$ cat config.mk
export PLATFORM = sky130hd
export DESIGN_NAME = register_file_ras
export DESIGN_NICKNAME = d
export VERILOG_FILES = /design/src/rtl/register_file_ras.sv
export SDC_FILE = /design/constraint.sdc
export NUM_CORES = 1
export LEC_CHECK = 0
export CAP_MARGIN = 20
export CORE_MARGIN = 2
export CORE_UTILIZATION = 45
export CTS_CLUSTER_DIAMETER = 80
export DETAILED_ROUTE_END_ITERATION = 6
export GPL_TIMING_DRIVEN = 0
export HOLD_SLACK_MARGIN = 0.05
export PLACE_DENSITY_LB_ADDON = 0.3
export SETUP_SLACK_MARGIN = 0.5
export SYNTH_ARGS = -nofsm -noshare
export SYNTH_HDL_FRONTEND = slang
export SYNTH_SLANG_ARGS = --single-unit
$ cat constraint.sdc
create_clock -name clk -period 4.3 [get_ports clk]
set_input_delay 0.86 -clock clk [delete_from_list [all_inputs] [get_ports clk]]
set_output_delay 0.86 -clock clk [all_outputs]
set_load 0.02 [all_outputs]
$ cat src/rtl/register_file_ras.sv
// Decode-stage register file: two combinational read ports with optional
// same-cycle write forwarding, hardwired-zero R0, and a circular
// return-address stack that serves CALL/RET.
module register_file_ras #(
    parameter int REG_WIDTH  = 3,
    parameter int DATA_WIDTH = 16,
    parameter int PC_WIDTH   = 16,
    parameter int LINK_REG   = 7,
    parameter int RAS_DEPTH  = 4,
    parameter int BYPASS     = 1
) (
    input  logic                           clk,
    input  logic                           rst,
    input  logic [REG_WIDTH-1:0]           rs1,
    input  logic [REG_WIDTH-1:0]           rs2,
    input  logic [REG_WIDTH-1:0]           rd,
    input  logic [DATA_WIDTH-1:0]          write_data,
    input  logic                           reg_write,
    input  logic                           call,
    input  logic                           ret,
    input  logic [PC_WIDTH-1:0]            call_pc,
    output logic [DATA_WIDTH-1:0]          read_data1,
    output logic [DATA_WIDTH-1:0]          read_data2,
    output logic [PC_WIDTH-1:0]            ret_pc,
    output logic                           ret_valid,
    output logic [$clog2(RAS_DEPTH):0]     ras_count,
    output logic                           ras_empty,
    output logic                           ras_full,
    output logic                           ras_overflow,
    output logic                           ras_underflow
);

    localparam int NUM_REGS = 2 ** REG_WIDTH;
    localparam int PTR_W    = $clog2(RAS_DEPTH);
    localparam int CNT_W    = PTR_W + 1;

    logic [DATA_WIDTH-1:0] regs [NUM_REGS];
    logic [DATA_WIDTH-1:0] link_data;
    logic                  wr_active;

    logic [PC_WIDTH-1:0]   ras_mem [RAS_DEPTH];
    logic [PTR_W-1:0]      top_reg;
    logic [PTR_W-1:0]      top_inc;
    logic [PTR_W-1:0]      top_dec;
    logic [CNT_W-1:0]      count_reg;
    logic                  overflow_reg;
    logic                  underflow_reg;
    logic                  non_empty;
    logic                  full;

    // Return address resized to the register width for the link write.
    generate
        if (PC_WIDTH >= DATA_WIDTH) begin : g_link_trunc
            assign link_data = call_pc[DATA_WIDTH-1:0];
        end else begin : g_link_zext
            assign link_data = {{(DATA_WIDTH-PC_WIDTH){1'b0}}, call_pc};
        end
    endgenerate

    // A write to R0 is never performed and never forwarded.
    assign wr_active = reg_write && (rd != '0);

    // Register array: link write first so a same-cycle reg_write to the link register wins.
    always_ff @(posedge clk) begin
        if (rst) begin
            for (int i = 0; i < NUM_REGS; i++) begin
                regs[i] <= '0;
            end
        end else begin
            if (call) begin
                regs[REG_WIDTH'(LINK_REG)] <= link_data;
            end
            if (wr_active) begin
                regs[rd] <= write_data;
            end
        end
    end

    // Read ports; only write-back data is forwarded, never the link value.
    generate
        if (BYPASS != 0) begin : g_bypass
            assign read_data1 = (wr_active && rd == rs1) ? write_data : regs[rs1];
            assign read_data2 = (wr_active && rd == rs2) ? write_data : regs[rs2];
        end else begin : g_no_bypass
            assign read_data1 = regs[rs1];
            assign read_data2 = regs[rs2];
        end
    endgenerate

    assign top_inc   = top_reg + PTR_W'(1);
    assign top_dec   = top_reg - PTR_W'(1);
    assign non_empty = (count_reg != '0);
    assign full      = (count_reg == CNT_W'(RAS_DEPTH));

    // Return-address stack: top pointer addresses the most recent entry.
    always_ff @(posedge clk) begin
        if (rst) begin
            for (int i = 0; i < RAS_DEPTH; i++) begin
                ras_mem[i] <= '0;
            end
            top_reg       <= '0;
            count_reg     <= '0;
            overflow_reg  <= 1'b0;
            underflow_reg <= 1'b0;
        end else if (call && ret && non_empty) begin
            // Return and re-call in one cycle: swap the top in place.
            ras_mem[top_reg] <= call_pc;
        end else if (call) begin
            // Push; when full the slot after top is the oldest entry.
            ras_mem[top_inc] <= call_pc;
            top_reg          <= top_inc;
            if (full) begin
                overflow_reg <= 1'b1;
            end else begin
                count_reg <= count_reg + CNT_W'(1);
            end
            if (ret) begin
                underflow_reg <= 1'b1;
            end
        end else if (ret) begin
            if (non_empty) begin
                top_reg   <= top_dec;
                count_reg <= count_reg - CNT_W'(1);
            end else begin
                underflow_reg <= 1'b1;
            end
        end
    end

    assign ret_pc        = non_empty ? ras_mem[top_reg] : '0;
    assign ret_valid     = ret && non_empty;
    assign ras_count     = count_reg;
    assign ras_empty     = !non_empty;
    assign ras_full      = full;
    assign ras_overflow  = overflow_reg;
    assign ras_underflow = underflow_reg;

endmodule

==> results.cfg <==
[grt]
grt_util_all_layers_pct = 21.2
maximum_number_of_pins_on_one_net_before_global_route_repair = 17
first_global_vias = 6779
grt_antenna_before_repair = 0
grt.overflow.total = 0
grt_first_pass_wirelength_um = 39400

[clock_network]
worstSkewPairLatency_ns = 0.51
cts.sinks = 201
cts.path.max_buffers = 3
cts_root_buf = sky130_fd_sc_hd__clkbuf_16
cts.reportedPaths.clkPinSlew_ns = 0.06
tritoncts.num_buffers = 22
htree_num_levels = 1
cts_tree = yes
cts_hold_buffers = 0

[cells_and_area]
finish.net_count = 954
fillCellCount = 1981
area.growth.synth_to_final_pct = 20.1
registers.top_by_ff_count = regs
post-route-util_pct = 54.7
antennaDiodeCount = 0
drive_above_1_share_pct = 22.7
largest_register_ffs = 128

[setup_path]
criticalPathCategory = in -> out
critical_path.reg2reg.startpoint = ras_count[0]$_SDFFE_PP0P_
worst_path_max_fanout = 10
timing.critical_path.arrival_ns = 2.79
timing.reg2reg.worst_path_depth = 5
worst-r2r-setup-slack_ns = 1.73
critPathRequiredTime_ns = 3.44
endpoint_kind = output port
worst_r2r_endpoint = ras_mem[1][7]$_SDFFCE_PN0P_
crit_path_start_kind = input pin

[synthesis]
synth_top_area_share_pct = 54.4
async_sr_flop_fraction_pct = 0
synth_enable_flop_cells = 192
yosysWarningCount = 0
syn_area_per_cell_um2 = 13.8
yosysSeqAreaShare_pct = 56.1
synth_cell_type_count = 42
yosys_register_bits = 201
post_synth_main_area_contributors = sky130_fd_sc_hd__edfxtp_1, sky130_fd_sc_hd__mux4_2, sky130_fd_sc_hd__and2_1, sky130_fd_sc_hd__mux2_2, sky130_fd_sc_hd__nand2_1
synth_ff_type = sky130_fd_sc_hd__edfxtp_1
post_synthesis_cell_area_um2 = 10600
gate_count_of_the_mapped_netlist = 769
synthDominantAreaCellType = sky130_fd_sc_hd__edfxtp_1

[detailed_routing]
per_cell_via_count_in_the_routed_design = 5.33
routedWlPerCell_um = 20.5
num_vias = 6608
route.antenna.remaining_nets = 0
post-route-drc-count = 0
drtIter0Drc = 401
drt_wl_total_um = 25400
drt_pre_antenna_iters = 4

[sta]
fmax_ghz = 0.274
rsz_0062_raised_after_global_routing = false
timing.final.hold_violations = 0
whs_ns = 0.486
final.setup_skew_ns = 0.00505
max_slew.worst_pin.slew_ns = 0.905
fin_crit_ns = 3.65
timing.max_slew.rel_slack_pct = 39.6
timing.final.setup_violations = 0
total_negative_slack_for_setup_checks_ns = 0
drv_slew = 0
finalCritPeriodShare_pct = 84.8

[placed_design]
portBuffers = 93
gpl.final_weighted_congestion = 0.808
place.detailed.hpwl_um = 18100

[pwr]
peakVddDrop_v = 0.000262
power.density_cell_area_nw_per_um2 = 425
power.static_leakage_nw = 4.70

[status]
outcome = completed

[floorplan]
placementRows = 56
die-area_um2 = 24800
start_util_pct = 45.5
die_boundary_width_um = 157
die-height_um = 157
floorplan.io_pins = 102
fp.coreArea_um2 = 23300

[min_path]
hold_path.class = reg -> reg
hold-path-endpoint = ras_overflow$_SDFFE_PP0P_
hold_path.startpoint = ras_overflow$_SDFFE_PP0P_
worstHoldPathCells = 2

[job]
reported_max_cap_violation_count = 0
## placed cells by master, fill, tap and decap left out, drive strengths merged, types with 26 or more instances in the layout
cell type,instances
and2,98
clkbuf,58
mux4,80
nor2,60
nand2b,33
nand2,101
dlygate4sd2,35
buf,26
clkdlybuf4s50,58
mux2,34
edfxtp,192
## Yosys cell counts (all sizes together) (2+ instances only)
| cell | instances |
|---|---|
| a21oi | 10 |
| a31oi | 2 |
| and2 | 98 |
| buf | 20 |
| clkbuf | 32 |
| dfxtp | 9 |
| edfxtp | 192 |
| inv | 19 |
| mux2 | 34 |
| mux4 | 80 |
| nand2 | 101 |
| nand2b | 33 |
| nand3 | 4 |
| nor2 | 60 |
| nor2b | 17 |
| nor3 | 6 |
| nor4 | 3 |
| o21ai | 21 |
| o21bai | 3 |
| or2 | 6 |
| or3 | 2 |
| xnor2 | 5 |
## cells by family after synthesis
family	count (synthesis)	synth area share (%)
AND/OR/NAND/NOR	334	16.8
flip-flops	201	56.1
multiplexers	115	20.7
buffers and inverters	71	3.35
AO/OA/AOI/OAI	40	2.32
XOR/XNOR	6	0.496
adder cells (fa/ha/maj)	1	0.189
other	1	0.0354
## cell type report
type / instances / area (um^2) / area share, %
Inverter: 19 / 71.3 / 0.561
Buffer: 52 / 314 / 2.47
Tap cell: 319 / 399 / 3.14
Sequential cell: 201 / 5950 / 46.7
Clock inverter: 12 / 120 / 0.944
Clock buffer: 26 / 566 / 4.45
Multi-Input combinational cell: 512 / 4380 / 34.4
Timing Repair Buffer: 99 / 931 / 7.32
## metal layers
layer | track usage [%] | wire length, um | share of wire (%)
met4 | 4.81 | 508 | 2.0
met2 | 36.3 | 12900 | 51
met1 | 29.2 | 10600 | 42
met3 | 2.70 | 1370 | 5.4
met5 | 0 | 0 | 0
## repair_timing
item	in CTS	in global routing
pin swaps	2	0
buffers inserted	2	0
resized for setup	51	2
endpoints found under the setup margin	43	10
## worst max-delay path, stage by stage
cell and delay [ns]:
sky130_fd_sc_hd__dlygate4sd2_1 0.33, sky130_fd_sc_hd__or3_1 0.44, sky130_fd_sc_hd__a21oi_4 0.26, sky130_fd_sc_hd__buf_6 0.20
sky130_fd_sc_hd__mux2_2 0.37, sky130_fd_sc_hd__dlygate4sd2_1 0.32
## per-stage QoR
stage | total power [mW] | std cells | cell area [um^2] | worst slack, ns
floorplan | 3.19 | 784 | 10600 | 1.14
CTS | 5.44 | 1239 | 12700 | 0.503
detailed placement | 3.67 | 1199 | 12000 | -0.106
global placement | 3.64 | 1196 | 12000 | -0.0887
finish | 5.41 | 1240 | 12700 | 0.654
global route | 5.61 | 1240 | 12700 | 0.515
## worst max path at each step
stage | startpoint | to | slack [ns] | depth (start not counted)
global route | register | ret_pc[5] | 0.52 | 5
CTS | register | ret_pc[5] | 0.50 | 5
finish | rs2[0] | read_data2[9] | 0.65 | 6
global placement | rs1[0] | read_data1[11] | -0.09 | 6
detailed placement | rs1[0] | read_data1[11] | -0.11 | 6
floorplan | rd[2] | read_data1[10] | 1.14 | 6
## power by group
group	switching [mW]	total, mW	internal [mW]
Sequential	0.0829	2.42	2.33
Clock	0.751	1.81	1.06
Combinational	0.645	1.18	0.538
Power figures use the tool's default switching activity.
